[src/rtl/des_pkg.sv]
// Shared types, tables and rotate helpers for the DES key schedule.
package des_pkg;

  localparam int DES_ROUNDS = 16;

  typedef logic [27:0] half_key_t;
  typedef logic [55:0] cd_t;
  typedef logic [47:0] round_key_t;

  typedef enum logic {
    IDLE = 1'b0,
    RUN  = 1'b1
  } ks_state_t;

  // Left-rotate amount per round, index 0 = round 1.
  localparam logic [1:0] SHIFT_TABLE [DES_ROUNDS] = '{
    2'd1, 2'd1, 2'd2, 2'd2, 2'd2, 2'd2, 2'd2, 2'd2,
    2'd1, 2'd2, 2'd2, 2'd2, 2'd2, 2'd2, 2'd2, 2'd1
  };

  // PC-2 selection, DES 1-based bit numbers of C||D; entry 0 drives subkey bit 1.
  localparam logic [5:0] PC2_TABLE [48] = '{
    6'd14, 6'd17, 6'd11, 6'd24, 6'd1,  6'd5,
    6'd3,  6'd28, 6'd15, 6'd6,  6'd21, 6'd10,
    6'd23, 6'd19, 6'd12, 6'd4,  6'd26, 6'd8,
    6'd16, 6'd7,  6'd27, 6'd20, 6'd13, 6'd2,
    6'd41, 6'd52, 6'd31, 6'd37, 6'd47, 6'd55,
    6'd30, 6'd40, 6'd51, 6'd45, 6'd33, 6'd48,
    6'd44, 6'd49, 6'd39, 6'd56, 6'd34, 6'd53,
    6'd46, 6'd42, 6'd50, 6'd36, 6'd29, 6'd32
  };

  function automatic half_key_t rotl_half(input half_key_t h, input logic [1:0] amt);
    half_key_t r;
    case (amt)
      2'd1:    r = {h[26:0], h[27]};
      2'd2:    r = {h[25:0], h[27:26]};
      default: r = h;
    endcase
    return r;
  endfunction

  function automatic half_key_t rotr_half(input half_key_t h, input logic [1:0] amt);
    half_key_t r;
    case (amt)
      2'd1:    r = {h[0], h[27:1]};
      2'd2:    r = {h[1:0], h[27:2]};
      default: r = h;
    endcase
    return r;
  endfunction

  // C and D rotate independently; they never exchange bits.
  function automatic cd_t rotl_cd(input cd_t cd, input logic [1:0] amt);
    return {rotl_half(cd[55:28], amt), rotl_half(cd[27:0], amt)};
  endfunction

  function automatic cd_t rotr_cd(input cd_t cd, input logic [1:0] amt);
    return {rotr_half(cd[55:28], amt), rotr_half(cd[27:0], amt)};
  endfunction

endpackage

[src/rtl/des_pc2.sv]
// PC-2 compression: pure wiring from the 56-bit C||D to the 48-bit subkey.
module des_pc2
  import des_pkg::*;
(
  input  cd_t        cd,
  output round_key_t round_key
);

  // DES bit n of C||D lives at cd[56-n]; subkey bit 1 lives at round_key[47].
  for (genvar i = 0; i < 48; i++) begin : g_pc2
    localparam int SRC = 56 - int'(PC2_TABLE[i]);
    assign round_key[47 - i] = cd[SRC];
  end

endmodule

[src/rtl/des_key_schedule.sv]
// DES key schedule: captures the PC-1 key on fPd and streams the 16 subkeys
// K1..K16 over a valid/ready interface, one subkey per accepted transfer.
// Optional build macro KS_DECRYPT_EN: when defined, decrypt (sampled with
// fPd) selects reverse order K16..K1; when undefined, decrypt is ignored.
module des_key_schedule
  import des_pkg::*;
#(
  parameter int NUM_ROUNDS = DES_ROUNDS
) (
  input  logic       clk,
  input  logic       rst,
  input  logic       fPd,
  input  logic [55:0] droppedKey,
  input  logic       decrypt,
  output logic       rk_valid,
  input  logic       rk_ready,
  output round_key_t round_key,
  output logic [3:0] round_num,
  output logic       busy,
  output logic       fKs,
  output ks_state_t  dbg_state
);

  // Handshake: a subkey transfers on a rising edge where rk_valid && rk_ready.
  // While rk_valid is high and rk_ready is low, round_key and round_num are
  // held unchanged; rk_valid never drops without a transfer (except on rst).

  localparam logic [3:0] LAST_ROUND = 4'(NUM_ROUNDS - 1);

  ks_state_t  state, state_next;
  cd_t        cd, load_cd, step_cd;
  logic       accept, last_round;
  logic       load, advance, finish;
  logic [3:0] next_idx;

  assign accept     = rk_valid && rk_ready;
  assign last_round = (round_num == LAST_ROUND);
  assign next_idx   = round_num + 4'd1;
  assign dbg_state  = state;

`ifdef KS_DECRYPT_EN
  logic       dec_q;
  logic [3:0] rev_idx;

  // Direction is frozen for the whole schedule at the fPd that starts it.
  always_ff @(posedge clk) begin
    if (rst) begin
      dec_q <= 1'b0;
    end else if (load) begin
      dec_q <= decrypt;
    end
  end

  // Reverse order starts from the unrotated key (total rotation is 28 = K16)
  // and undoes the encrypt shift of the round being left.
  assign rev_idx = 4'd15 - round_num;
  assign load_cd = decrypt ? droppedKey : rotl_cd(droppedKey, SHIFT_TABLE[0]);
  assign step_cd = dec_q ? rotr_cd(cd, SHIFT_TABLE[rev_idx])
                         : rotl_cd(cd, SHIFT_TABLE[next_idx]);
`else
  logic unused_decrypt;
  assign unused_decrypt = decrypt;
  assign load_cd = rotl_cd(droppedKey, SHIFT_TABLE[0]);
  assign step_cd = rotl_cd(cd, SHIFT_TABLE[next_idx]);
`endif

  // State register.
  always_ff @(posedge clk) begin
    if (rst) begin
      state <= IDLE;
    end else begin
      state <= state_next;
    end
  end

  // Next-state logic: fPd is only seen in IDLE, so it cannot restart a schedule.
  always_comb begin
    state_next = state;
    case (state)
      IDLE:    if (fPd) state_next = RUN;
      RUN:     if (accept && last_round) state_next = IDLE;
      default: state_next = IDLE;
    endcase
  end

  // FSM outputs: datapath control strobes.
  always_comb begin
    load    = 1'b0;
    advance = 1'b0;
    finish  = 1'b0;
    case (state)
      IDLE: load = fPd;
      RUN: begin
        advance = accept && !last_round;
        finish  = accept && last_round;
      end
      default: ;
    endcase
  end

  // Datapath: C||D register, round counter and status flags.
  always_ff @(posedge clk) begin
    if (rst) begin
      cd        <= '0;
      round_num <= 4'd0;
      rk_valid  <= 1'b0;
      busy      <= 1'b0;
      fKs       <= 1'b0;
    end else begin
      fKs <= 1'b0;
      if (load) begin
        cd        <= load_cd;
        round_num <= 4'd0;
        rk_valid  <= 1'b1;
        busy      <= 1'b1;
      end else if (advance) begin
        cd        <= step_cd;
        round_num <= next_idx;
      end else if (finish) begin
        rk_valid <= 1'b0;
        busy     <= 1'b0;
        fKs      <= 1'b1;
      end
    end
  end

  des_pc2 u_pc2 (
    .cd        (cd),
    .round_key (round_key)
  );

endmodule

[config.mk]
export PLATFORM = sky130hd
export DESIGN_NAME = des_key_schedule
export DESIGN_NICKNAME = d
export VERILOG_FILES = /design/src/rtl/des_pkg.sv /design/src/rtl/des_pc2.sv /design/src/rtl/des_key_schedule.sv
export SDC_FILE = /design/constraint.sdc
export NUM_CORES = 1
export LEC_CHECK = 0
export CAP_MARGIN = 10
export CORE_UTILIZATION = 44
export CTS_CLUSTER_DIAMETER = 60
export DETAILED_ROUTE_END_ITERATION = 6
export PLACE_DENSITY = 0.79
export SLEW_MARGIN = 20
export SYNTH_ARGS = -nofsm -noshare
export SYNTH_HDL_FRONTEND = slang
export SYNTH_SLANG_ARGS = --single-unit
[constraint.sdc]
create_clock -name clk -period 2.1 [get_ports clk]
set_input_delay 0.42 -clock clk [delete_from_list [all_inputs] [get_ports clk]]
set_output_delay 0.42 -clock clk [all_outputs]
set_load 0.03 [all_outputs]
==> results of run 1 <==
==> routing by layer <==
metal / track usage / share of wire / up-vias
li1: - / - / 2081
met1: 0.302 / 0.43 / 1995
met2: 0.374 / 0.49 / 156
met3: 0.0404 / 0.051 / 26
met4: 0.104 / 0.030 / 0
met5: 0 / 0 / -
==> Yosys cell counts <==
cell / n
o21ai_1: 3
o221ai_2: 1
buf_4: 50
a221oi_1: 1
or2_2: 1
clkbuf_1: 21
xnor2_1: 2
dfxtp_1: 63
buf_6: 7
a211oi_1: 1
a21oi_1: 60
nand3_1: 112
nor3_1: 4
inv_1: 2
nor2b_1: 2
a22o_1: 56
nor2_1: 8
and2b_1: 1
ha_1: 4
o21ai_0: 56
nor3b_1: 1
or3_1: 2
a41oi_1: 1
nand4_1: 1
buf_1: 4
o21a_1: 1
a221oi_2: 1
nand2_1: 59
nand2b_1: 2
or2_4: 1
mux2i_1: 1
buf_2: 19
o2111ai_1: 1
clkbuf_4: 5
nand3_2: 1
o21bai_1: 1
xor2_1: 1
a31oi_1: 1
o21a_2: 1
==> flip-flops by register name, indices dropped and copies added, names as in the netlist <==
| register | count |
|---|---|
| cd | 56 |
| fKs | 1 |
| round_num | 4 |
| dbg_state | 1 |
| busy | 1 |
==> stage by stage <==
| step | instances | worst slack [ps] |
|---|---|---|
| 3_5_place_dp | 705 | -82.1 |
| 2_1_floorplan | 559 | -6.75 |
| 3_3_place_gp | 705 | 46.9 |
| 5_1_grt | 729 | -98.0 |
| 6_report | 729 | -54.4 |
| 4_1_cts | 722 | 9.60 |
==> area by class of cell <==
type                    count  area share
well taps                 108      0.0244
multi-input cells         388       0.431
clock buffers              13      0.0286
inverters                   2     0.00135
repair buffers            152       0.283
flip-flops and latches     63       0.229
clock inverters             3     0.00316
==> worst reg2reg max path: stages (launching register included) <==
cell and delay, ps:
dfxtp_4 390, inv_2 70, ha_4 190, xnor2_1 350
mux2i_1 150, a21oi_2 210, o21ai_4 110, nor2b_4 170
buf_12 160, a22o_1 250
==> worst max path at each step <==
stage | from | depth (start not counted) | endpoint
final | round_num[0] | 9 | cd[43]
after detailed placement | round_num[0] | 9 | cd[33]
after global routing | round_num[0] | 10 | cd[15]
after CTS | round_num[0] | 9 | cd[15]
after global placement | round_num[0] | 9 | cd[32]
after floorplan | round_num[0] | 10 | cd[30]
==> power breakdown <==
| part | total (mW) | internal [mW] | switching, mW |
|---|---|---|---|
| sequential | 1.30 | 1.25 | 0.0582 |
| clock | 0.978 | 0.490 | 0.488 |
| combinational | 0.691 | 0.332 | 0.358 |
==> cells in the final DEF, fill, tap and decap left out, drive strengths merged, types with 4 or more instances in the layout <==
| master | count |
|---|---|
| nor3 | 4 |
| clkdlybuf4s50 | 114 |
| clkbuf | 14 |
| buf | 37 |
| a22o | 56 |
| nand2 | 59 |
| o21ai | 59 |
| dfxtp | 63 |
| a21oi | 60 |
| ha | 4 |
| nand3 | 113 |
| nor2 | 8 |
==> kinds of logic (layout without fill, tap and decap cells) <==
kind of cell | count (synthesis) | in the layout | synth area share
adder cells (fa/ha/maj) | 4 | 4 | 0.0121
XOR/XNOR | 3 | 3 | 0.00636
AND/OR/NAND/NOR | 195 | 195 | 0.222
buffers and inverters | 108 | 170 | 0.167
multiplexers | 1 | 1 | 0.00242
flip-flops | 63 | 63 | 0.305
AO/OA/AOI/OAI | 185 | 185 | 0.286
==> timing repair <==
action                                  CTS  global route
endpoints found under the hold margin     0             0
setup buffers                             1             6
hold buffers                              0             0
pin swaps                                 2             5
gates cloned                              0             1
resized for setup                         5            47
endpoints found under the setup margin   55            56
==> impl_metrics.py, run 1 <==
metrics = {
    "outcome": {
        "status": "finished, violations left",
        "violations": "negative setup slack",
    },
    "die": {
        "dieArea_um2": 9780,
        "die_y_um": 98.9,
        "ios": 117,
        "core_um2": 8890,
        "die_w_um": 98.9,
        "start_util": 0.465,
        "rows": 34,
    },
    "layout": {
        "fin_util": 0.624,
        "nNetsFinal": 681,
        "fillers": 750,
        "register_area_um2": 1270,
        "multi_input_area_um2": 2390,
        "area_growth_pct": 34.3,
        "drive_above_1_share": 0.135,
        "design_area_um2": 5550,
        "diodes": 0,
    },
    "worst_setup_path": {
        "start_kind": "flip-flop",
        "cp-end-kind": "flip-flop",
        "crit_fanout": 26,
        "reg2reg_from": "round_num[0]",
        "worst_ep_arrival_time_ps": 2380,
        "cp_slowest_stage_delay_ps": 390,
        "cp_num_buf_inv": 2,
        "crit_required_ps": 2330,
        "path_cells": "inv_2 -> ha_4 -> xnor2_1 -> mux2i_1 -> a21oi_2 -> o21ai_4 -> nor2b_4 -> buf_12 -> a22o_1",
        "r2r-end": "cd[43]",
        "worst_path_dominant_cell_family": "compound AO/OA/AOI/OAI gates",
        "ff2ff_path_depth": 9,
        "crit_slowest_cell": "dfxtp_4",
        "crit_type": "flip-flop to flip-flop",
        "r2r_setup_slack_ps": -50,
    },
    "cts": {
        "clkSinkCount": 63,
        "clock_latency_ps": 340,
        "cts_tree": "done",
        "cts_buffer_depth": 2,
        "htreeDepth": 3,
        "root_buffer": "clkbuf_8",
        "clkTransAtPathRegs_ps": 70,
        "cts_buffers": 9,
    },
    "timing": {
        "fmax_mhz": 464,
        "fin_crit_ps": 2150,
        "rsz0062_at_grt": "yes",
        "skew_ps": 5.96,
        "slew_headroom": 0.583,
        "whs_ps": 506,
        "setup_ws_ps": -54.4,
        "drv_slew": 0,
        "max_slew.worst_pin.slew_ps": 625,
        "fin_crit_sh": 1.03,
        "fin_tns_setup_ps": -1810,
        "hold_viol": 0,
        "setup_viol": 56,
    },
    "yosys": {
        "ys_seq_area_frac": 0.305,
        "ys_warn_count": 0,
        "ys_types": 39,
        "synthTopCellsByArea": "dfxtp_1 (31%), nand3_1 (14%), a22o_1 (12%), buf_4 (9.1%), a21oi_1 (7.3%)",
        "synth_top_area_cell": "dfxtp_1",
        "ys_seq_elements": 63,
        "synth_top_cell_area_share": 0.305,
        "synthCells": 559,
        "syn_avg_cell_area_um2": 7.39,
        "syn-cell-area_um2": 4130,
        "syn-num-nets": 624,
    },
    "routing": {
        "drt-initial-drc-count": 267,
        "vias": 4258,
        "viasPerCell": 5.84,
        "wire_per_inst_um": 16.3,
        "drc": 0,
        "firstDrtPassIters": 5,
        "routed_wl_um": 11900,
        "ant_nets": 0,
    },
    "power": {
        "powerDensity_nw_per_um2": 536,
        "ir_drop_v": 0.000350,
        "total_leakage_power_nw": 2.06,
        "power_mw": 2.97,
    },
    "placement": {
        "hpwl_um": 7430,
        "numPortBuffers": 115,
        "routabilityCongestion": 0.850,
        "post_dp_cell_area_um2": 5120,
    },
    "global_routing": {
        "grt.total_usage": 0.231,
        "grt_max_degree": 59,
        "antenna_found_initial": 0,
        "gr-total-overflow": 0,
        "grt_pass1_vias": 3748,
        "grt_pass1_wl_um": 18200,
    },
    "worst_hold_path": {
        "hold_start": "cd[38]",
        "whs_path_depth": 1,
        "hold_path.class": "flip-flop to flip-flop",
        "hold_end": "cd[38]",
    },
    "flow_run": {
        "maxCapViolations": 0,
    },
}
(Power assumes the default switching activity.)
==> run 2, diff against run 1 <==
--- a/config.mk
+++ b/config.mk
@@ -9,7 +9,9 @@
 export CORE_UTILIZATION = 44
 export CTS_CLUSTER_DIAMETER = 60
 export DETAILED_ROUTE_END_ITERATION = 6
+export MAX_ROUTING_LAYER = met4
 export PLACE_DENSITY = 0.79
+export SETUP_SLACK_MARGIN = 0.2
 export SLEW_MARGIN = 20
 export SYNTH_ARGS = -nofsm -noshare
 export SYNTH_HDL_FRONTEND = slang
==> run 2 against run 1 <==
Compared with the run above:
- the flow now finishes without violations
- critical path depth did not move
- core utilization down 0.32 points
- non-clock buffer count fell by 10
- maximum frequency grew 7.1%
- routed wire length fell by 4.0%
- combinational power is 1% lower
- largest power group unchanged
==> impl_metrics.py, run 2 (same netlist as run 1, synthesis figures left out) <==
metrics = {
    "die": {
        "ios": 117,
        "die_y_um": 98.9,
        "rows": 34,
        "start_util": 0.465,
        "core_um2": 8890,
        "dieArea_um2": 9780,
        "die_w_um": 98.9,
    },
    "layout": {
        "nNetsFinal": 671,
        "final_cell_mix": "nand3_1 (111), clkdlybuf4s50_1 (94), a21oi_1 (59), nand2_1 (59), dfxtp_1 (59)",
        "area_growth_pct": 33.6,
        "multi_input_area_um2": 2370,
        "largest_register": "cd",
        "register_area_um2": 1270,
        "drive_above_1_share": 0.133,
        "fillers": 797,
        "stdcell_count": 718,
        "diodes": 0,
        "reg.largest.list": "cd (56), round_num (4)",
        "mostFrequentLayoutCell": "nand3_1",
        "design_area_um2": 5520,
        "largest_register_ff_count": 56,
    },
    "global_routing": {
        "antenna_found_initial": 0,
        "gr-total-overflow": 0,
        "grt_pass1_vias": 3757,
        "grt_max_degree": 59,
        "grt.total_usage": 0.240,
        "grt_pass1_wl_um": 18600,
    },
    "worst_setup_path": {
        "crit_required_ps": 2330,
        "start_kind": "flip-flop",
        "cp-end-kind": "flip-flop",
        "worst_ep_arrival_time_ps": 2250,
        "crit_fanout": 27,
        "crit_type": "flip-flop to flip-flop",
    },
    "routing": {
        "drt-initial-drc-count": 267,
        "firstDrtPassIters": 4,
        "routed_wl_um": 11400,
        "vias": 4179,
        "ant_nets": 0,
        "drc": 0,
        "wire_per_inst_um": 15.9,
        "viasPerCell": 5.82,
    },
    "power": {
        "ir_drop_v": 0.000266,
        "powerDensity_nw_per_um2": 557,
        "clkPwrFrac": 0.352,
        "power_mw": 3.07,
        "swShare": 0.291,
        "p_int_mw": 2.18,
        "p_sw_mw": 0.894,
        "total_leakage_power_nw": 2.32,
        "pwr-share-seq": 0.426,
        "power_frac_comb": 0.222,
    },
    "timing": {
        "max_slew.worst_pin.slew_ps": 617,
        "fin_tns_setup_ps": 0,
        "slew_headroom": 0.589,
        "drv_slew": 0,
        "fmax_mhz": 497,
        "skew_ps": 5.82,
        "rsz0062_at_grt": "yes",
        "whs_ps": 512,
        "setup_viol": 0,
        "fin_crit_sh": 0.958,
        "hold_viol": 0,
        "fin_crit_ps": 2010,
    },
    "cts": {
        "cts_tree": "done",
        "cts_buffer_depth": 2,
        "root_buffer": "clkbuf_8",
        "clkTransAtPathRegs_ps": 70,
        "clkSinkCount": 63,
        "htreeDepth": 3,
        "ctsHoldBuffers": 0,
        "clock_latency_ps": 340,
        "cts_buffers": 9,
    },
    "placement": {
        "hpwl_um": 7440,
        "numPortBuffers": 115,
        "dpl.cell_count": 701,
        "post_dp_cell_area_um2": 5170,
        "routabilityCongestion": 0.820,
    },
    "outcome": {
        "status": "complete, no violations",
    },
    "flow_run": {
        "maxCapViolations": 0,
    },
    "worst_hold_path": {
        "hold_path.class": "flip-flop to flip-flop",
    },
}
==> run 2: changes by cell type in the layout (fill, tap and decap cells not counted), moves of 3 or more <==
cell             previous run  this run
o21ai_0                    35         3
o21ai_1                    19        41
clkdlybuf4s50_1           114        94
dlymetal6s2s_1              0        17
buf_4                      23        13
o21ai_2                     2        12
dlygate4sd2_1               0         3
==> run 2: path summary, 6_finish.rpt <==
check / startpoint / endpoint / slack (ps) / cells after the start
setup / recovery: round_num[0] / cd[41] / 90 / 9
hold / removal: cd[47] / cd[47] / 510 / 1
setup reg to reg: round_num[0] / cd[41] / 90 / 9
hold reg to reg: cd[47] / cd[47] / 510 / 1
==> run 2: area by class of cell <==
cell class / count / share of cell area
Clock buffer: 12 / 0.0281
Sequential cell: 63 / 0.230
Tap cell: 108 / 0.0245
Inverter: 2 / 0.00181
Clock inverter: 3 / 0.00771
Multi-Input combinational cell: 388 / 0.429
Timing Repair Buffer: 142 / 0.278
==> run 2: repair_timing <==
| action | CTS | global route |
|---|---|---|
| setup buffers | 2 | 0 |
| hold endpoints to repair | 0 | 0 |
| pin swaps | 1 | 2 |
| gates cloned | 0 | 0 |
| resized for setup | 12 | 35 |
| endpoints found under the setup margin | 64 | 73 |
==> run 2: per-stage QoR <==
step	util	setup WS (ps)
2_1_floorplan	-	97.1
3_3_place_gp	0.581	47.4
3_5_place_dp	0.581	-2.96
4_1_cts	0.609	103
5_1_grt	0.621	5.97
6_report	0.621	87.6
==> run 2: layer usage <==
metal | global-route usage | routed length, um | share of wire
met4 | 0.0827 | 175 | 0.015
met5 | - | 0 | 0
met1 | 0.302 | 5090 | 0.45
met3 | 0.0390 | 667 | 0.058
met2 | 0.391 | 5480 | 0.48
==> run 2: worst max-delay path, stage by stage (launching register included) <==
cell and delay, ps:
dfxtp_4 390, inv_4 50, ha_4 180, o2111ai_2 200, o221ai_2 170, o21a_4 290
buf_12 170, o21ai_1 150, nand3_1 90, a22o_1 200
==> run 2: power by group through the flow <==
stage | Combinational (mW) | Clock [mW] | Sequential, mW
finish | 0.683 | 1.08 | 1.31
global route | 0.733 | 1.16 | 1.32
CTS | 0.681 | 1.10 | 1.31
detailed placement | 0.673 | 0 | 1.33
global placement | 0.666 | 0 | 1.33
floorplan | 0.456 | 0 | 1.32
==> run 3, diff against run 2 <==
--- a/config.mk
+++ b/config.mk
@@ -6,11 +6,13 @@
 export NUM_CORES = 1
 export LEC_CHECK = 0
 export CAP_MARGIN = 10
-export CORE_UTILIZATION = 44
+export CORE_UTILIZATION = 45
 export CTS_CLUSTER_DIAMETER = 60
 export DETAILED_ROUTE_END_ITERATION = 6
+export HOLD_SLACK_MARGIN = 0.15
 export MAX_ROUTING_LAYER = met4
-export PLACE_DENSITY = 0.79
+export PLACE_DENSITY = 0.77
+export RECOVER_POWER = 100
 export SETUP_SLACK_MARGIN = 0.2
 export SLEW_MARGIN = 20
 export SYNTH_ARGS = -nofsm -noshare
==> constraint.sdc (replaced) <==
create_clock -name clk -period 2.4 [get_ports clk]
set_input_delay 0.48 -clock clk [delete_from_list [all_inputs] [get_ports clk]]
set_output_delay 0.48 -clock clk [all_outputs]
set_load 0.03 [all_outputs]
==> run 3 against run 2 <==
Compared with the run above:
- the run now ends with design-rule violations left
- sequential power down 13%
- first-iteration DRC count up 14%
- via count up 0.14%
- critical endpoint is now round_num[2]
- largest cell class unchanged
- largest power group unchanged
==> impl_metrics.py, run 3 (same netlist as run 1, synthesis figures left out) <==
metrics = {
    "layout": {
        "largest_register_ff_count": 56,
        "drive_above_1_share": 0.105,
        "diodes": 0,
        "stdcell_count": 718,
        "area_growth_pct": 28.8,
        "reg.largest.list": "cd (56), round_num (4)",
        "mostFrequentLayoutCell": "nand3_1",
        "final_cell_mix": "nand3_1 (112), dfxtp_1 (60), nand2_1 (59)",
        "largest_register": "cd",
        "nNetsFinal": 673,
    },
    "routing": {
        "drt-initial-drc-count": 305,
        "drc": 12,
        "routed_wl_um": 11500,
        "ant_nets": 0,
        "viasPerCell": 5.83,
        "firstDrtPassIters": 7,
        "wire_per_inst_um": 16.0,
        "vias": 4185,
    },
    "timing": {
        "setup_viol": 0,
        "fin_tns_setup_ps": 0,
        "fmax_mhz": 458,
        "slew_headroom": 0.580,
        "rsz0062_at_grt": "no",
        "skew_ps": 6.95,
        "setup_ws_ps": 218,
        "drv_slew": 0,
        "fin_crit_ps": 2180,
        "whs_ps": 511,
        "max_slew.worst_pin.slew_ps": 630,
        "fin_crit_sh": 0.909,
        "hold_viol": 0,
    },
    "placement": {
        "dp_slack_ps": 138,
        "dpl.cell_count": 695,
        "routabilityCongestion": 0.804,
        "numPortBuffers": 115,
        "hpwl_um": 7230,
    },
    "cts": {
        "clkTransAtPathRegs_ps": 60,
        "cts_buffers": 9,
        "cts_tree": "done",
        "htreeDepth": 3,
        "cts_buffer_depth": 2,
        "clkSinkCount": 63,
        "ctsHoldBuffers": 0,
        "root_buffer": "clkbuf_8",
        "clock_latency_ps": 330,
    },
    "worst_setup_path": {
        "start_kind": "flip-flop",
        "crit_slowest_cell": "dlygate4sd3_1",
        "crit_type": "flip-flop to output pin",
        "cp.depth": 1,
        "r2r_setup_slack_ps": 220,
        "cp-end-kind": "output pin",
        "path_cells": "dlygate4sd3_1",
        "ff2ff_path_depth": 9,
        "crit_fanout": 11,
        "crit_required_ps": 1920,
        "cp_num_buf_inv": 1,
        "cp_slowest_stage_delay_ps": 800,
        "worst_ep_arrival_time_ps": 1700,
        "worst_path_dominant_cell_family": "buffers and inverters",
    },
    "power": {
        "ir_drop_v": 0.000239,
        "powerDensity_nw_per_um2": 475,
        "total_leakage_power_nw": 2.16,
        "power_mw": 2.53,
    },
    "global_routing": {
        "grt_max_degree": 59,
        "antenna_found_initial": 0,
        "gr-total-overflow": 0,
        "grt_pass1_vias": 3816,
        "grt.total_usage": 0.237,
        "grt_pass1_wl_um": 18300,
    },
    "die": {
        "rows": 34,
        "die_y_um": 97.8,
        "start_util": 0.469,
        "die_w_um": 97.8,
        "dieArea_um2": 9570,
        "core_um2": 8810,
        "ios": 117,
    },
    "outcome": {
        "violations": "design-rule violations",
        "status": "finished, violations left",
    },
    "flow_run": {
        "maxCapViolations": 0,
    },
    "worst_hold_path": {
        "hold_path.class": "flip-flop to flip-flop",
        "whs_path_depth": 1,
    },
}
## run 3: changes by cell type in the layout (fill, tap and decap cells not counted), moves of 3 or more
cell             delta
dlygate4sd2_1       -3
o21ai_2            -12
clkdlybuf4s50_1    -37
dlymetal6s2s_1     -17
buf_12              -6
dlygate4sd3_1      +57
o21ai_1            -29
o21ai_0            +41
## run 3: power breakdown
group	leakage (nW)	switching (mW)	internal, mW
Sequential	0.514	0.0477	1.09
Clock	0.0902	0.382	0.441
Combinational	1.55	0.306	0.260
## run 3: per-stage QoR
| stage | instance area [um^2] | utilization |
|---|---|---|
| after floorplan | 4140 | - |
| final | 5320 | 0.604 |
| after CTS | 5170 | 0.587 |
| after detailed placement | 4990 | 0.567 |
| after global placement | 4990 | 0.567 |
| after global routing | 5320 | 0.604 |
## run 3: final timing paths
check / end / from
max: round_num[2] / round_num[2]
max reg2reg: cd[22] / round_num[0]
min: cd[47] / cd[47]
min reg2reg: cd[47] / cd[47]
## run 3: final cells by class
| class | instances | area (um^2) |
|---|---|---|
| clock buffers | 12 | 165 |
| clock inverters | 1 | 5.00 |
| fillers | 803 | 3480 |
| inverters | 2 | 7.51 |
| multi-input cells | 388 | 2280 |
| flip-flops and latches | 63 | 1270 |
| well taps | 108 | 135 |
| repair buffers | 144 | 1460 |
## run 3: layer usage
| metal | up-vias | part of all wire | track usage |
|---|---|---|---|
| met3 | 23 | 0.058 | 0.0301 |
| met5 | - | 0 | - |
| met2 | 171 | 0.49 | 0.394 |
| met1 | 1932 | 0.43 | 0.291 |
| li1 | 2059 | - | - |
| met4 | 0 | 0.022 | 0.0991 |
## run 3: timing repair
item                                    in CTS  in global routing
pin swaps                                    0                  3
endpoints found under the hold margin        0                  0
endpoints found under the setup margin      54                 56
resized for setup                            5                 29
setup buffers                                0                  9
gates cloned                                 0                  1
